<file path="src/rtl/viterbi_pkg.sv">
// Shared constants and types for the Viterbi decoder display path.
package viterbi_pkg;

  localparam int ADDR_W    = 10;
  localparam int MEM_DEPTH = 1024;
  localparam int BYTE_W    = 8;

  typedef enum logic [1:0] {
    IDLE = 2'd0,
    READ = 2'd1,
    OUT  = 2'd2,
    FIN  = 2'd3
  } disp_pack_state_t;

endpackage

</file>
<file path="src/rtl/disp_byte_packer.sv">
// Reads a run of decoded bits from the 1-bit display memory (synchronous
// read, one address per cycle), packs them into bytes and streams the
// bytes out over valid/ready. Reads stall while a byte waits in OUT, so
// backpressure never loses bits.
module disp_byte_packer #(
  parameter int ADDR_W    = viterbi_pkg::ADDR_W,
  parameter int BYTE_W    = viterbi_pkg::BYTE_W,
  parameter bit LSB_FIRST = 1'b1
) (
  input  logic              clk,
  input  logic              rst,
  input  logic              start,
  input  logic [ADDR_W-1:0] base_addr,
  input  logic [ADDR_W:0]   nbits,
  output logic [ADDR_W-1:0] mem_addr,
  input  logic              mem_d_o,
  output logic [BYTE_W-1:0] byte_o,
  output logic              byte_valid,
  input  logic              byte_ready,
  output logic              busy,
  output logic              done
);

  import viterbi_pkg::*;

  localparam int CNT_W = ADDR_W + 1;
  localparam logic [CNT_W-1:0] FULL_RUN = CNT_W'(1) << ADDR_W;
  localparam logic [CNT_W-1:0] BYTE_CNT = CNT_W'(BYTE_W);

  disp_pack_state_t state_reg, state_next;

  logic [ADDR_W-1:0] addr_reg;
  logic [CNT_W-1:0]  remaining_reg;
  logic [CNT_W-1:0]  issued_reg;
  logic [CNT_W-1:0]  captured_reg;
  logic              pending_reg;
  logic [BYTE_W-1:0] shift_reg;
  logic [BYTE_W-1:0] byte_reg;
  logic              valid_reg;
  logic              done_reg;

  logic [CNT_W-1:0]  nbits_clamped;
  logic [CNT_W-1:0]  byte_limit;
  logic [CNT_W-1:0]  cap_next;
  logic [CNT_W-1:0]  pad_amt;
  logic [CNT_W-1:0]  rem_after;
  logic [BYTE_W-1:0] shift_next;
  logic [BYTE_W-1:0] padded;
  logic              issue_en;
  logic              capture_en;
  logic              byte_last;
  logic              accept;

  // Run bookkeeping: clamp the request, size of the current byte, handshake.
  always_comb begin
    nbits_clamped = (nbits > FULL_RUN) ? FULL_RUN : nbits;
    byte_limit    = (remaining_reg < BYTE_CNT) ? remaining_reg : BYTE_CNT;
    issue_en      = (state_reg == READ) && (issued_reg < byte_limit);
    capture_en    = (state_reg == READ) && pending_reg;
    cap_next      = captured_reg + 1'b1;
    byte_last     = capture_en && (cap_next == byte_limit);
    accept        = (state_reg == OUT) && valid_reg && byte_ready;
    rem_after     = remaining_reg - captured_reg;
  end

  // Shift the incoming bit in and right-align (or left-align) a partial byte
  // so that the unfilled positions come out as zeros.
  always_comb begin
    shift_next = shift_reg;
    padded     = '0;
    pad_amt    = BYTE_CNT - cap_next;
    if (LSB_FIRST) begin
      shift_next = {mem_d_o, shift_reg[BYTE_W-1:1]};
      padded     = shift_next >> pad_amt;
    end else begin
      shift_next = {shift_reg[BYTE_W-2:0], mem_d_o};
      padded     = shift_next << pad_amt;
    end
  end

  // Next-state logic.
  always_comb begin
    state_next = state_reg;
    unique case (state_reg)
      IDLE: if (start) state_next = (nbits_clamped == '0) ? FIN : READ;
      READ: if (byte_last) state_next = OUT;
      OUT:  if (accept) state_next = (rem_after == '0) ? FIN : READ;
      FIN:  state_next = IDLE;
      default: state_next = IDLE;
    endcase
  end

  // State register.
  always_ff @(posedge clk or posedge rst) begin
    if (rst) state_reg <= IDLE;
    else     state_reg <= state_next;
  end

  // Address issue, bit capture and output byte registers.
  always_ff @(posedge clk or posedge rst) begin
    if (rst) begin
      addr_reg      <= '0;
      remaining_reg <= '0;
      issued_reg    <= '0;
      captured_reg  <= '0;
      pending_reg   <= 1'b0;
      shift_reg     <= '0;
      byte_reg      <= '0;
      valid_reg     <= 1'b0;
      done_reg      <= 1'b0;
    end else begin
      done_reg <= (state_reg == FIN);
      unique case (state_reg)
        IDLE: begin
          if (start) begin
            addr_reg      <= base_addr;
            remaining_reg <= nbits_clamped;
            issued_reg    <= '0;
            captured_reg  <= '0;
            pending_reg   <= 1'b0;
            shift_reg     <= '0;
          end
        end
        READ: begin
          // The memory samples addr_reg on this edge; its data is
          // captured one edge later under pending_reg.
          pending_reg <= issue_en;
          if (issue_en) begin
            addr_reg   <= addr_reg + 1'b1;
            issued_reg <= issued_reg + 1'b1;
          end
          if (capture_en) begin
            shift_reg    <= shift_next;
            captured_reg <= cap_next;
            if (byte_last) begin
              byte_reg  <= padded;
              valid_reg <= 1'b1;
            end
          end
        end
        OUT: begin
          if (accept) begin
            valid_reg     <= 1'b0;
            remaining_reg <= rem_after;
            issued_reg    <= '0;
            captured_reg  <= '0;
            shift_reg     <= '0;
          end
        end
        default: ;
      endcase
    end
  end

  assign mem_addr   = addr_reg;
  assign byte_o     = byte_reg;
  assign byte_valid = valid_reg;
  assign busy       = (state_reg != IDLE);
  assign done       = done_reg;

endmodule

</file>
<file path="config.mk">
export PLATFORM = sky130hd
export DESIGN_NAME = disp_byte_packer
export DESIGN_NICKNAME = d
export VERILOG_FILES = /design/src/rtl/viterbi_pkg.sv /design/src/rtl/disp_byte_packer.sv
export SDC_FILE = /design/constraint.sdc
export NUM_CORES = 1
export LEC_CHECK = 0
export ABC_CLOCK_PERIOD_IN_PS = 3300
export BUFFER_PORTS_ARGS = -buffer_cell sky130_fd_sc_hd__buf_2
export CORE_ASPECT_RATIO = 0.75
export CORE_MARGIN = 10
export CORE_UTILIZATION = 56
export CTS_CLUSTER_DIAMETER = 150
export CTS_CLUSTER_SIZE = 16
export DETAILED_ROUTE_END_ITERATION = 12
export HOLD_SLACK_MARGIN = 0.12
export MAX_ROUTING_LAYER = met4
export PLACE_DENSITY = 0.86
export SLEW_MARGIN = 0
export SYNTH_ARGS = -nofsm -noshare
export SYNTH_HDL_FRONTEND = slang
export SYNTH_SLANG_ARGS = --single-unit
</file>
<file path="constraint.sdc">
create_clock -name clk -period 3.3 [get_ports clk]
set_input_delay 0.825 -clock clk [delete_from_list [all_inputs] [get_ports clk]]
set_output_delay 0.825 -clock clk [all_outputs]
set_load 0.01 [all_outputs]
</file>
# Word level (Yosys, flattened, before mapping)
# Cells that the tools add are included.
[word_totals]
mem_bits_ro = 0
latch_bits = 0
ff_bits = 64
mem_bits_rw = 0
n_memories = 0
output_inout_bits = 21
in_bits = 26
[op_classes]
n_eq_ne = 9
n_addsub = 5
div_mod_pow = 0
magnitude_cmp = 3
n_reduce_logical = 21
bitwise_logic = 0
muxes = 30
shift = 1
mul = 0
[op_table]
columns = ["cell", "count"]
rows = [
  ["two-way mux 11 bit", 8],
  ["case mux 11 bit (3 select lines)", 2],
  ["two-way mux 8 bit", 3],
  ["case mux 8 bit (3 select lines)", 1],
  ["adder 11 x 1 -> 11 bit (second input constant)", 2],
  ["logical NOT 11 bit", 2],
  ["case mux 11 bit (2 select lines)", 1],
  ["two-way mux 10 bit", 2],
  ["case mux 10 bit (2 select lines)", 1],
  ["AND reduction 3 bit", 4],
  ["AND reduction 4 bit", 3],
  ["equality test 11 bit", 1],
  ["> comparator 11 bit (second input constant)", 1],
  ["< comparator 11 bit", 1],
  ["< comparator 11 x 4 -> 1 bit (second input constant)", 1],
  [">> shifter 8 x 11 -> 8 bit", 1],
  ["subtractor 11 bit", 1],
  ["subtractor 4 x 11 -> 11 bit (first input constant)", 1],
  ["adder 10 x 1 -> 10 bit (second input constant)", 1],
  ["two-way mux 2 bit", 5],
  ["inequality test 2 bit (second input constant)", 5],
  ["case mux 2 bit (4 select lines)", 1],
  ["nonzero test 2 bit", 4],
  ["logical AND 1 bit", 5],
  ["7 further kinds", 12],
]

# Longest topological paths before layout
[depth]
word_depth = 7
depth_mapped = 13
mapped_depth_nobuf = 11

# Least setup slack after synthesis
# Ideal clock, no wire load.
[synth_path]
kind = "flip-flop to flip-flop"
startpoint = "register remaining_reg[9]"
endpoint = "register issued_reg[5]"
setup_ns = 0.136
required_ns = 3.164
period_less_slack_ns = 2.558
setup_slack_ns = 0.742
t_arrival_ns = 2.422
stages_incl_launch_ff = 14
path_cell_list = "dfrtp_1 nor4_2 and2_1 buf_6 nand2_4 ha_1 inv_1 a41oi_1 o21a_1 o2111ai_1 a21oi_1 buf_2 o311ai_1 o41ai_1"
[synth_via]
elab_chain_cells = 6
[synth_lines]
columns = ["element", "line", "source"]
rows = [
  ["from (decl)", "disp_byte_packer.sv:33", "logic [CNT_W-1:0] remaining_reg;"],
  ["from (signal assigned)", "disp_byte_packer.sv:117", "remaining_reg <= nbits_clamped;"],
  ["from (signal assigned)", "disp_byte_packer.sv:144", "remaining_reg <= rem_after;"],
  ["< comparator 11 x 4 -> 1 bit", "disp_byte_packer.sv:57", "byte_limit = (remaining_reg < BYTE_CNT) ? remaining_reg : BYTE_CNT;"],
  ["two-way mux 11 bit *", "disp_byte_packer.sv:57", ""],
  ["< comparator 11 bit *", "disp_byte_packer.sv:58", "issue_en = (state_reg == READ) && (issued_reg < byte_limit);"],
  ["logical AND 1 bit *", "disp_byte_packer.sv:58", ""],
  ["inequality test 2 bit (no source line) *", "--", ""],
  ["AND reduction 4 bit (no source line) *", "--", ""],
  ["to (signal assigned)", "disp_byte_packer.sv:130", "issued_reg <= issued_reg + 1'b1;"],
  ["to (decl)", "disp_byte_packer.sv:34", "logic [CNT_W-1:0] issued_reg;"],
]
# Every way passes the cells marked *; elsewhere a longest branch is shown, timed or not.
# A chain may end at the register's enable or synchronous reset.

# Final worst setup path
[layout_path]
startpoint = "register remaining_reg[9]"
endpoint = "register addr_reg[4] (netlist: mem_addr[4])"
[layout_via]
elab_chain_cells = 6
[layout_lines]
columns = ["element", "line", "source"]
rows = [
  ["< comparator 11 x 4 -> 1 bit", "disp_byte_packer.sv:57", ""],
  ["two-way mux 11 bit *", "disp_byte_packer.sv:57", ""],
  ["< comparator 11 bit *", "disp_byte_packer.sv:58", ""],
  ["logical AND 1 bit *", "disp_byte_packer.sv:58", ""],
  ["inequality test 2 bit (no source line) *", "--", ""],
  ["AND reduction 3 bit (no source line) *", "--", ""],
  ["to (signal assigned)", "disp_byte_packer.sv:116", "addr_reg <= base_addr;"],
  ["to (signal assigned)", "disp_byte_packer.sv:129", "addr_reg <= addr_reg + 1'b1;"],
  ["to (decl)", "disp_byte_packer.sv:32", "logic [ADDR_W-1:0] addr_reg;"],
]
# Marked as above.

==> summary.md <==
| Metric | Value |
|---|---|
| Outcome | finished, final reports clean |
| Sequential area share after synthesis | 33.83% |
| DR DRC count | 0 |
| Vias | 4353 |
| Hold Crit Class | register to register |
| Sum of buffers and inverters on the critical path | 1 |
| RSZ-0062 raised after global routing | false |
| Hold path cells | 2 |
| Setup bufs post-CTS | 0 |
| Worst Max-Slew Pin Slew | 0.6632 ns |
| WL/cell | 17.51 microns |
| Core Util, Final | 64.82% |
| Worst hold start | byte_o[4] |
| DRT Pass-1 Iters | 7 |
| HPWL after DPL | 9173 microns |
| Delay-heaviest family, CP | compound AO/OA/AOI/OAI gates |
| GPL Wtd Cong | 1.008 |
| Critical-path cell list | nor4_2 > and2_1 > nand2_4 > ha_1 > inv_1 > a41oi_1 > o21a_1 > o2111ai_1 > a221o_2 > a21oi_1 > a21oi_1 |
| CTS tree | yes |
| Most used cell, CP | a21oi_1 |
| Critical Path Sink Type | register |
| I/O Buffers | 46 |
| Fin nets | 641 |
| Initial antenna violation count | 0 |
| Fillers | 664 |
| PD cells | 927.8 nW/um^2 |
| Via/cell ratio | 6.210 |
| Root Buffer | clkbuf_8 |
| Leak | 0.002314 uW |
| Remaining Overflow, GRT | 0 |
| CP peak stage delay | 0.55 ns |
| Critical path class | register to register |
| Overall Power | 4804 uW |
| Fin crit period | 3.012 ns |
| Std-Cell Rows | 28 |
| Die area | 12410 sq um |
| 1st-iter DRT viols | 401 |
| Primary FF master, synth | dfrtp_1 |
| #FFs+latches synth | 63 |
| Final setup viols | 0 |
| GRT Total Usage | 20.13% |
| H-tree depth | 3 |
| Pin count of the biggest net entering global routing | 36 |
| CTS Hold Buffers Added | 0 |
| Area grow syn2layout | 11.09% |
| Number of I/O pins | 47 |
| CP Data Required Time | 3.52 ns |
| Resized Gates After CTS | 0 |
| Antenna diode count | 0 |
| Post-synth EDFFs | 0 |
| Setup Skew | 0.007571 ns |
| Setup TNS | 0 ns |
| Height of the die | 99.01 microns |
| Syn Inst Count | 549 |
| Layout cells sized above 1 | 17.62% |
| Final Cycle Share | 91.28% |
| Max Buffers Root-to-Sink | 2 |
| R2R Path End | mem_addr[4] |
| Hold violation count in the final report | 0 |
| Die span in x | 125.3 microns |
| Initial Util | 58.35% |
| Slew Viols, Final | 0 |
| Yosys cell types | 73 |
| Core Area | 7988 sq um |
| Total clock sinks | 63 |
| Slowest CP cell | a221o_2 |
| Yosys Warn Count | 0 |
| Post-Route WL | 12270 microns |
| Worst R2R Start | remaining_reg[9] |
| WHS | 0.4858 ns |
| FF-to-FF setup slack | 0.29 ns |
| Routed Antenna Nets | 0 |
| Global-route wire length before repair | 20420 microns |
| Max cap viols | 0 |
| Worst skew pair latency | 0.36 ns |
| CP max FO | 20 |
| CTS clock-pin slew for the worst setup and hold paths | 0.07 ns |
| R2R cell count | 11 |
| Worst hold endpoint | byte_o[4] |
| Syn Area/Cell | 8.489 sq um |
| Worst VDD drop | 0.5691 mV |
| Max-slew headroom | 55.73% |
| Async SR Flop Fraction | 100.0% |
| Startpoint types | register |
| CTS buffer count | 9 |
| FMAX | 0.3320 GHz |
| Critical path arrival | 3.23 ns |
| Netlist Area Pre-Place | 4661 sq um |
| Vias in the first global route | 4235 |
cells by family after synthesis:
group	Yosys count	synth area share, %
DFF	63	33.83
AOI/OAI and AO/OA	167	24.22
xor gates and xnor gates	15	2.819
buffers and inverters	54	5.100
muxes	12	3.973
adders and majority gates	24	6.604
and+or+nand+nor	213	23.38
other	1	0.08046
synth_stat cells, drive strengths merged (7+ instances only):
cell type,count,area (sq um)
xnor2,9,78.83
ha,23,287.8
o22ai,7,43.79
buf,16,95.09
inv,23,86.33
nand3,30,150.1
o21ai,53,280.3
and2,9,56.30
dfrtp,63,1577
or2,7,43.79
and3,10,62.56
nand2,73,291.5
clkbuf,15,56.30
a21oi,38,193.9
nand2b,7,43.79
o31ai,11,82.58
nor2,40,150.1
through the flow:
stage	cells	cell area (sq um)	setup slack (ns)
2_1_floorplan	555	4683	0.7423
3_3_place_gp	685	4981	0.2874
3_5_place_dp	685	4981	0.1633
4_1_cts	701	5176	0.1399
5_1_grt	701	5177	0.07294
6_report	701	5177	0.2877
power breakdown:
group | switching [uW] | internal (uW) | total, uW | leakage [uW]
clock | 309 | 354 | 663 | 0.0000987
sequential | 306 | 1050 | 1350 | 0.000808
combinational | 1700 | 1090 | 2790 | 0.00141
tightest hold or removal path, delay by kind of cell (launching register included):
family             cells  cell delay, ns
DFF                    1            0.35
AOI/OAI and AO/OA      1            0.05
and+or+nand+nor        1            0.06
final cells by class:
class,count,area [sq um],area share (%)
Multi-Input combinational cell,438,2870,55.44
Sequential cell,63,1577,30.45
Timing Repair Buffer,56,317.8,6.138
Clock buffer,14,182.7,3.528
Tap cell,105,131.4,2.537
Inverter,23,86.33,1.667
Clock inverter,2,12.51,0.2417
cells in the final DEF (no fill, tap or decap), types with 4 or more instances in the layout:
cell type  instances
nand2b_1           7
nand2_1           70
o211ai_1           6
mux4_2             5
nor2_1            40
or2_2              7
nand3_1           30
conb_1             7
nor3_1             5
inv_1             21
xor2_1             6
dfrtp_1           63
ha_1              23
o21ai_0           45
buf_2             46
o41ai_1            4
a21o_1             5
o21ai_1            4
nor2b_1            5
nand4_1            5
o22ai_1            7
mux2i_1            5
a21oi_1           37
o211a_1            5
clkbuf_8          13
xnor2_1            9
and2_1             9
o21ai_2            4
a31oi_1            6
buf_4              9
and3_1            10
and4_1             5
o31ai_1           11
worst max-delay path by stage:
stage                      from            end  slack [ns]  depth (start not counted)
2_1_floorplan  remaining_reg[9]  issued_reg[5]        0.74                         13
3_3_place_gp   remaining_reg[9]    mem_addr[0]        0.29                         11
3_5_place_dp   remaining_reg[9]    mem_addr[4]        0.16                         11
4_1_cts        remaining_reg[9]    mem_addr[4]        0.14                         11
5_1_grt        remaining_reg[9]  issued_reg[3]        0.07                         12
6_report       remaining_reg[9]    mem_addr[4]        0.29                         11
per-layer routing:
layer	global-route usage, %	up-vias	routed length, microns
met3	5.246	18	857
met2	31.23	170	5750
li1	-	2085	-
met4	5.919	0	166
met5	-	-	0
met1	25.35	2080	5500
(Power assumes the default switching activity.)
